**src/rtl/note_pkg.sv**
```systemverilog
// note_pkg: shared constants for the note scheduler.
//   - note divider constants, lower octave DO..SI and upper octave DO_H..SI_H;
//     NO (0) is a rest and drives silence
//   - source encoding reported on the src output
//   - scheduler state encoding (plain localparams so legacy code can reuse them)
package note_pkg;

  localparam int unsigned NO   = 0;
  localparam int unsigned DO   = 95420;
  localparam int unsigned RE   = 85034;
  localparam int unsigned MI   = 75757;
  localparam int unsigned FA   = 71633;
  localparam int unsigned SO   = 63775;
  localparam int unsigned LA   = 56818;
  localparam int unsigned SI   = 50607;
  localparam int unsigned DO_H = 47710;
  localparam int unsigned RE_H = 42517;
  localparam int unsigned MI_H = 37879;
  localparam int unsigned FA_H = 35816;
  localparam int unsigned SO_H = 31888;
  localparam int unsigned LA_H = 28409;
  localparam int unsigned SI_H = 25303;

  typedef enum logic [1:0] {
    SRC_NONE   = 2'd0,
    SRC_MELODY = 2'd1,
    SRC_KEY    = 2'd2,
    SRC_SFX    = 2'd3
  } src_e;

  localparam logic [1:0] ST_IDLE   = 2'd0;
  localparam logic [1:0] ST_MELODY = 2'd1;
  localparam logic [1:0] ST_KEY    = 2'd2;
  localparam logic [1:0] ST_SFX    = 2'd3;

endpackage

```
**src/rtl/melody_rom.sv**
```systemverilog
// melody_rom: combinational background-melody table.
// Ports:
//   idx   in   6       melody index
//   note  out  NOTE_W  divider for that index; 0 (rest) beyond MELODY_LEN-1
module melody_rom
  import note_pkg::*;
#(
  parameter int NOTE_W     = 22,
  parameter int MELODY_LEN = 47
) (
  input  logic [5:0]        idx,
  output logic [NOTE_W-1:0] note
);

  int unsigned val;

  always_comb begin
    val = NO;
    case (idx)
      6'd0:  val = DO;   6'd1:  val = DO;   6'd2:  val = SO;   6'd3:  val = SO;
      6'd4:  val = LA;   6'd5:  val = LA;   6'd6:  val = SO;   6'd7:  val = NO;
      6'd8:  val = FA;   6'd9:  val = FA;   6'd10: val = MI;   6'd11: val = MI;
      6'd12: val = RE;   6'd13: val = RE;   6'd14: val = DO;   6'd15: val = NO;
      6'd16: val = SO;   6'd17: val = SO;   6'd18: val = FA;   6'd19: val = FA;
      6'd20: val = MI;   6'd21: val = MI;   6'd22: val = RE;   6'd23: val = NO;
      6'd24: val = SO_H; 6'd25: val = SO_H; 6'd26: val = FA_H; 6'd27: val = FA_H;
      6'd28: val = MI_H; 6'd29: val = MI_H; 6'd30: val = RE_H; 6'd31: val = NO;
      6'd32: val = DO_H; 6'd33: val = DO_H; 6'd34: val = SO;   6'd35: val = SO;
      6'd36: val = LA_H; 6'd37: val = LA_H; 6'd38: val = SI;   6'd39: val = NO;
      6'd40: val = FA;   6'd41: val = FA;   6'd42: val = MI;   6'd43: val = MI;
      6'd44: val = RE;   6'd45: val = RE;   6'd46: val = DO;
      default: val = NO;
    endcase
  end

  assign note = (int'(idx) < MELODY_LEN) ? NOTE_W'(val) : '0;

endmodule

```
**src/rtl/note_scheduler.sv**
```systemverilog
// note_scheduler: picks the note sent to the speaker each clk_5 tick.
// Priority: sound effect > held key > background melody > silence.
// Ports:
//   clk_5        in   1          note-rate tick clock
//   rst          in   1          async active-high reset
//   play_en      in   1          background melody enable
//   key_valid    in   1          keyboard note held
//   key_note     in   NOTE_W     divider of the held key
//   sfx_req      in   1          sound-effect request, held until acked
//   sfx_note     in   NOTE_W     effect divider, sampled on accept
//   sfx_len      in   SFX_LEN_W  effect length in ticks (0 treated as 1)
//   note_div     out  NOTE_W     registered divider, 0 = silence
//   src          out  2          0 none, 1 melody, 2 key, 3 sfx
//   sfx_ack      out  1          one-tick pulse on effect accept
//   sfx_busy     out  1          effect playing
//   melody_idx   out  6          index of the next melody note
//   melody_done  out  1          melody ran off its end (non-loop build)
// Build option: define NOTE_SCHED_MELODY_LOOP_EN to loop the melody forever
// instead of stopping at the last entry.
//
// state     | meaning
// ----------+----------------------------------------------
// ST_IDLE   | silence
// ST_MELODY | playing melody ROM (or silence once done)
// ST_KEY    | following the held key
// ST_SFX    | playing latched effect until its counter expires
module note_scheduler
  import note_pkg::*;
#(
  parameter int NOTE_W     = 22,
  parameter int MELODY_LEN = 47,
  parameter int SFX_LEN_W  = 4
) (
  input  logic                 clk_5,
  input  logic                 rst,
  input  logic                 play_en,
  input  logic                 key_valid,
  input  logic [NOTE_W-1:0]    key_note,
  input  logic                 sfx_req,
  input  logic [NOTE_W-1:0]    sfx_note,
  input  logic [SFX_LEN_W-1:0] sfx_len,
  output logic [NOTE_W-1:0]    note_div,
  output logic [1:0]           src,
  output logic                 sfx_ack,
  output logic                 sfx_busy,
  output logic [5:0]           melody_idx,
  output logic                 melody_done
);

  localparam logic [5:0] LAST_IDX = 6'(MELODY_LEN - 1);

  logic [1:0]           state_q, state_d;
  logic [1:0]           src_q, src_d;
  logic [NOTE_W-1:0]    note_div_q, note_div_d;
  logic [NOTE_W-1:0]    sfx_note_q, sfx_note_d;
  logic [SFX_LEN_W-1:0] sfx_cnt_q, sfx_cnt_d;
  logic                 sfx_ack_q, sfx_ack_d;
  logic                 sfx_busy_q, sfx_busy_d;
  logic [5:0]           melody_idx_q, melody_idx_d;
  logic                 melody_done_q, melody_done_d;
  logic [NOTE_W-1:0]    rom_note;
  logic                 sfx_stay;
  logic                 sfx_accept;

  melody_rom #(
    .NOTE_W     (NOTE_W),
    .MELODY_LEN (MELODY_LEN)
  ) u_melody_rom (
    .idx  (melody_idx_q),
    .note (rom_note)
  );

  always_comb begin
    state_d       = ST_IDLE;
    src_d         = SRC_NONE;
    note_div_d    = '0;
    sfx_note_d    = sfx_note_q;
    sfx_cnt_d     = sfx_cnt_q;
    sfx_ack_d     = 1'b0;
    melody_idx_d  = melody_idx_q;
    melody_done_d = melody_done_q;

    // Counter holds the ticks still owed including the current one, so the
    // effect is left on the edge where it steps from 1 to 0.
    sfx_stay   = (state_q == ST_SFX) && (sfx_cnt_q > SFX_LEN_W'(1));
    sfx_accept = (state_q != ST_SFX) && sfx_req;

    if (state_q == ST_SFX && sfx_cnt_q != '0) begin
      sfx_cnt_d = sfx_cnt_q - SFX_LEN_W'(1);
    end

    if (sfx_stay) begin
      state_d    = ST_SFX;
      src_d      = SRC_SFX;
      note_div_d = sfx_note_q;
    end else if (sfx_accept) begin
      state_d    = ST_SFX;
      src_d      = SRC_SFX;
      note_div_d = sfx_note;
      sfx_note_d = sfx_note;
      sfx_cnt_d  = (sfx_len == '0) ? SFX_LEN_W'(1) : sfx_len;
      sfx_ack_d  = 1'b1;
    end else if (key_valid) begin
      state_d    = ST_KEY;
      src_d      = SRC_KEY;
      note_div_d = key_note;
    end else if (play_en) begin
      state_d = ST_MELODY;
      src_d   = SRC_MELODY;
      if (!melody_done_q) begin
        note_div_d = rom_note;
        if (melody_idx_q == LAST_IDX) begin
`ifdef NOTE_SCHED_MELODY_LOOP_EN
          melody_idx_d = '0;
`else
          melody_done_d = 1'b1;
`endif
        end else begin
          melody_idx_d = melody_idx_q + 6'd1;
        end
      end
    end

    // Stopping the game rewinds the melody even while it is preempted.
    if (!play_en) begin
      melody_idx_d  = '0;
      melody_done_d = 1'b0;
    end

    sfx_busy_d = (state_d == ST_SFX);
  end

  always_ff @(posedge clk_5 or posedge rst) begin
    if (rst) begin
      state_q       <= ST_IDLE;
      src_q         <= SRC_NONE;
      note_div_q    <= '0;
      sfx_note_q    <= '0;
      sfx_cnt_q     <= '0;
      sfx_ack_q     <= 1'b0;
      sfx_busy_q    <= 1'b0;
      melody_idx_q  <= '0;
      melody_done_q <= 1'b0;
    end else begin
      state_q       <= state_d;
      src_q         <= src_d;
      note_div_q    <= note_div_d;
      sfx_note_q    <= sfx_note_d;
      sfx_cnt_q     <= sfx_cnt_d;
      sfx_ack_q     <= sfx_ack_d;
      sfx_busy_q    <= sfx_busy_d;
      melody_idx_q  <= melody_idx_d;
      melody_done_q <= melody_done_d;
    end
  end

  assign note_div    = note_div_q;
  assign src         = src_q;
  assign sfx_ack     = sfx_ack_q;
  assign sfx_busy    = sfx_busy_q;
  assign melody_idx  = melody_idx_q;
  assign melody_done = melody_done_q;

endmodule

```
**config.mk**
```make
export PLATFORM = sky130hd
export DESIGN_NAME = note_scheduler
export DESIGN_NICKNAME = d
export VERILOG_FILES = /design/src/rtl/note_pkg.sv /design/src/rtl/melody_rom.sv /design/src/rtl/note_scheduler.sv
export SDC_FILE = /design/constraint.sdc
export NUM_CORES = 1
export LEC_CHECK = 0
export ABC_AREA = 1
export ABC_CLOCK_PERIOD_IN_PS = 1960
export BUFFER_PORTS_ARGS = -buffer_cell sky130_fd_sc_hd__buf_2
export CORE_ASPECT_RATIO = 1.25
export CORE_UTILIZATION = 50
export CTS_CLUSTER_DIAMETER = 60
export DETAILED_ROUTE_END_ITERATION = 6
export HOLD_SLACK_MARGIN = 0.02
export PLACE_DENSITY_LB_ADDON = 0.1
export SLEW_MARGIN = 0
export SYNTH_ARGS = -nofsm -noshare
export SYNTH_HDL_FRONTEND = slang
export SYNTH_HIERARCHICAL = 1
export SYNTH_SLANG_ARGS = --single-unit
export TNS_END_PERCENT = 100
```
**constraint.sdc**
```tcl
create_clock -name clk_5 -period 1.96 [get_ports clk_5]
set_input_delay 0.098 -clock clk_5 [delete_from_list [all_inputs] [get_ports clk_5]]
set_output_delay 0.098 -clock clk_5 [all_outputs]
set_load 0.05 [all_outputs]
```
==> results.json <==
{
  "finalClockSkew_ns": 0.01073,
  "dr.first_iter.drc_count": 310,
  "timing.final.max_slew_violations": 0,
  "portBuffers": 85,
  "placed_area_um2": 4333,
  "grt_max_degree": 42,
  "drive_gt1_share_pct": 23.41,
  "post_drt_wl_per_cell_um": 14.89,
  "syn_area_per_cell_um2": 6.913,
  "synth_top_area_cell": "dfrtp_1",
  "antenna_found_initial": 0,
  "timing.rr.end": "note_div[5]",
  "tns_ns": 0,
  "worst_slack_ns": 0.07738,
  "pre_cts_ws_ns": 0.1420,
  "p_per_area_nw_per_um2": 1494,
  "cts_buffer_depth": 2,
  "fmax_mhz": 531.2,
  "power.total_mw": 7.028,
  "fin_cells": 754,
  "finalHoldViolCount": 0,
  "path_max_fanout": 13,
  "utilization_pct": 63.55,
  "fin_hold_ws_ns": 0.03088,
  "clk_pin_slew_worst_paths_ns": 0.07,
  "hold_class": "input port to register",
  "seq_area_um2": 1479,
  "nFillCells": 707,
  "grt_pass1_vias": 3807,
  "post_cts_buffers": 0,
  "dp_hpwl_um": 8193,
  "antenna_left": 0,
  "r2r_start": "melody_idx[1]",
  "drv_cap": 0,
  "antennaDiodeCount": 0,
  "grt_pass1_wl_um": 18110,
  "setup_violations": 0,
  "path_class": "register to register",
  "synth.top_cells.by_area": "dfrtp_1 38%, nand2_1 20%, nor2_1 4.8%",
  "htreeDepth": 3,
  "drt-total-wl_um": 11230,
  "first_pass_iters": 5,
  "ys_seq_area_share_pct": 38.27,
  "period_share_pct": 96.05,
  "rsz0062_at_grt": "yes",
  "synthTopCellsByCount": "206 x nand2_1, 59 x dfrtp_1, 49 x nor2_1",
  "async_reset_ff_share_pct": 100.0,
  "ctsRootBufferMaster": "clkbuf_8",
  "remaining_drc_errors": 0,
  "cts_num_sinks": 59,
  "clk_latency_ns": 0.33,
  "grt_overflow": 0,
  "status": "completed",
  "crit_start": "melody_idx[1]",
  "numCtsBuffers": 9,
  "synth_area_um2": 3857,
  "viasPerCell": 5.265,
  "yosys.cell_count.top_type": "nand2_1",
  "ys_types": 32,
  "ir_drop_v": 0.001264,
  "cp.required_ns": 2.20,
  "synth_edf_count": 0,
  "end_kind": "register",
  "place_congestion": 0.9581,
  "vias": 3970,
  "arrival_ns": 2.12,
  "die_width_um": 80.56,
  "synth_ff_type": "dfrtp_1",
  "core_um2": 7401,
  "critPathLaunchType": "register",
  "cp-endpoint": "note_div[5]",
  "syn_inst": 558,
  "ys_warn_count": 6,
  "multi_input_area_um2": 2043,
  "post-synth-top-area-fraction_pct": 38.27,
  "dpl.cell_count": 721,
  "rows": 35,
  "die_y_um": 100.2,
  "grt_use_total_pct": 29.38,
  "ys_ff_latch": 59,
  "initial_core_util_pct": 52.12,
  "cts_tree": "done",
  "r2r_slack_ns": 0.08,
  "ios": 86,
  "ff2ff_path_depth": 12,
  "leakage_nw": 2.557,
  "final_nets": 721,
  "design_area_um2": 4703,
  "worstHoldPathCells": 3,
  "layout_min_cycle_time_ns": 1.883,
  "syn_to_final_growth_pct": 21.93,
  "die_area_um2": 8072
}
==> final cells by class <==
| cell class | count | area share (%) |
|---|---|---|
| Sequential cell | 59 | 31.44 |
| Clock buffer | 10 | 2.926 |
| Timing Repair Buffer | 118 | 15.80 |
| Clock inverter | 5 | 0.6385 |
| Multi-Input combinational cell | 430 | 43.44 |
| Tap cell | 92 | 2.447 |
| Inverter | 40 | 3.299 |
==> cell usage in the layout (no fill, tap or decap), drive strengths merged <==
cell,count
clkinvlp,2
nor2,50
o211ai,4
clkinv,4
a31oi,15
nand2,223
nor3,2
a21boi,1
ha,10
inv,39
dlygate4sd3,18
o31ai,1
conb,5
clkbuf,10
a21oi,23
nand3,32
o21ai,56
o21bai,4
xnor2,1
buf,100
dfrtp,59
nand4,3
==> critical path, stage by stage (launching register included) <==
cell     delay (ns)
dfrtp_2        0.40
buf_4          0.19
nand2_2        0.11
nand2_2        0.13
inv_2          0.13
o21ai_1        0.07
nand2_1        0.06
nand2_1        0.06
nor2_2         0.13
nand2_1        0.08
o21ai_2        0.14
nand2_1        0.11
a31oi_1        0.21
==> flip-flops by register name, summed over array words and instances (netlist names) <==
name and count:
sfx_ack 1, sfx_note_q 22, src 2, sfx_busy 1, melody_done 1, sfx_cnt_q 4, melody_idx 6, note_div 22
==> worst min-delay path by stage <==
stage | endpoint | slack (ns) | from
after detailed placement | sfx_note_q[20] | 0.14 | rst
final | sfx_cnt_q[0] | 0.03 | sfx_len[0]
after global routing | sfx_note_q[2] | 0.04 | sfx_note[2]
after global placement | sfx_note_q[20] | 0.13 | rst
after floorplan | sfx_cnt_q[3] | 0.21 | sfx_len[3]
after CTS | sfx_cnt_q[0] | 0.02 | sfx_len[0]
==> cells by family (layout without fill, tap and decap cells) <==
group	count (synthesis)	in the layout	share of synthesized area, %
flip-flops	59	59	38.27
buffers and inverters	73	173	9.731
AO/OA/AOI/OAI	104	104	15.02
adder cells (fa/ha/maj)	10	10	3.244
XOR/XNOR	1	1	0.2271
other	1	5	0.09721
AND/OR/NAND/NOR	310	310	33.41
==> layer usage <==
| layer | track usage, % | vias up | wire length, µm |
|---|---|---|---|
| li1 | - | 1973 | - |
| met3 | 5.636 | 27 | 545 |
| met1 | 36.41 | 1837 | 4721 |
| met2 | 49.80 | 133 | 5628 |
| met5 | 0 | - | 0 |
| met4 | 11.68 | 0 | 330 |
==> repair_timing <==
action	in CTS	in global routing
hold buffers	17	1
endpoints found under the setup margin	0	6
hold endpoints to repair	34	1
resized for setup	0	5
==> where the power goes <==
part / internal, mW / switching, mW
Clock: 0.478 / 0.480
Sequential: 1.79 / 0.258
Combinational: 1.16 / 2.86
Power figures use the tool's default switching activity.
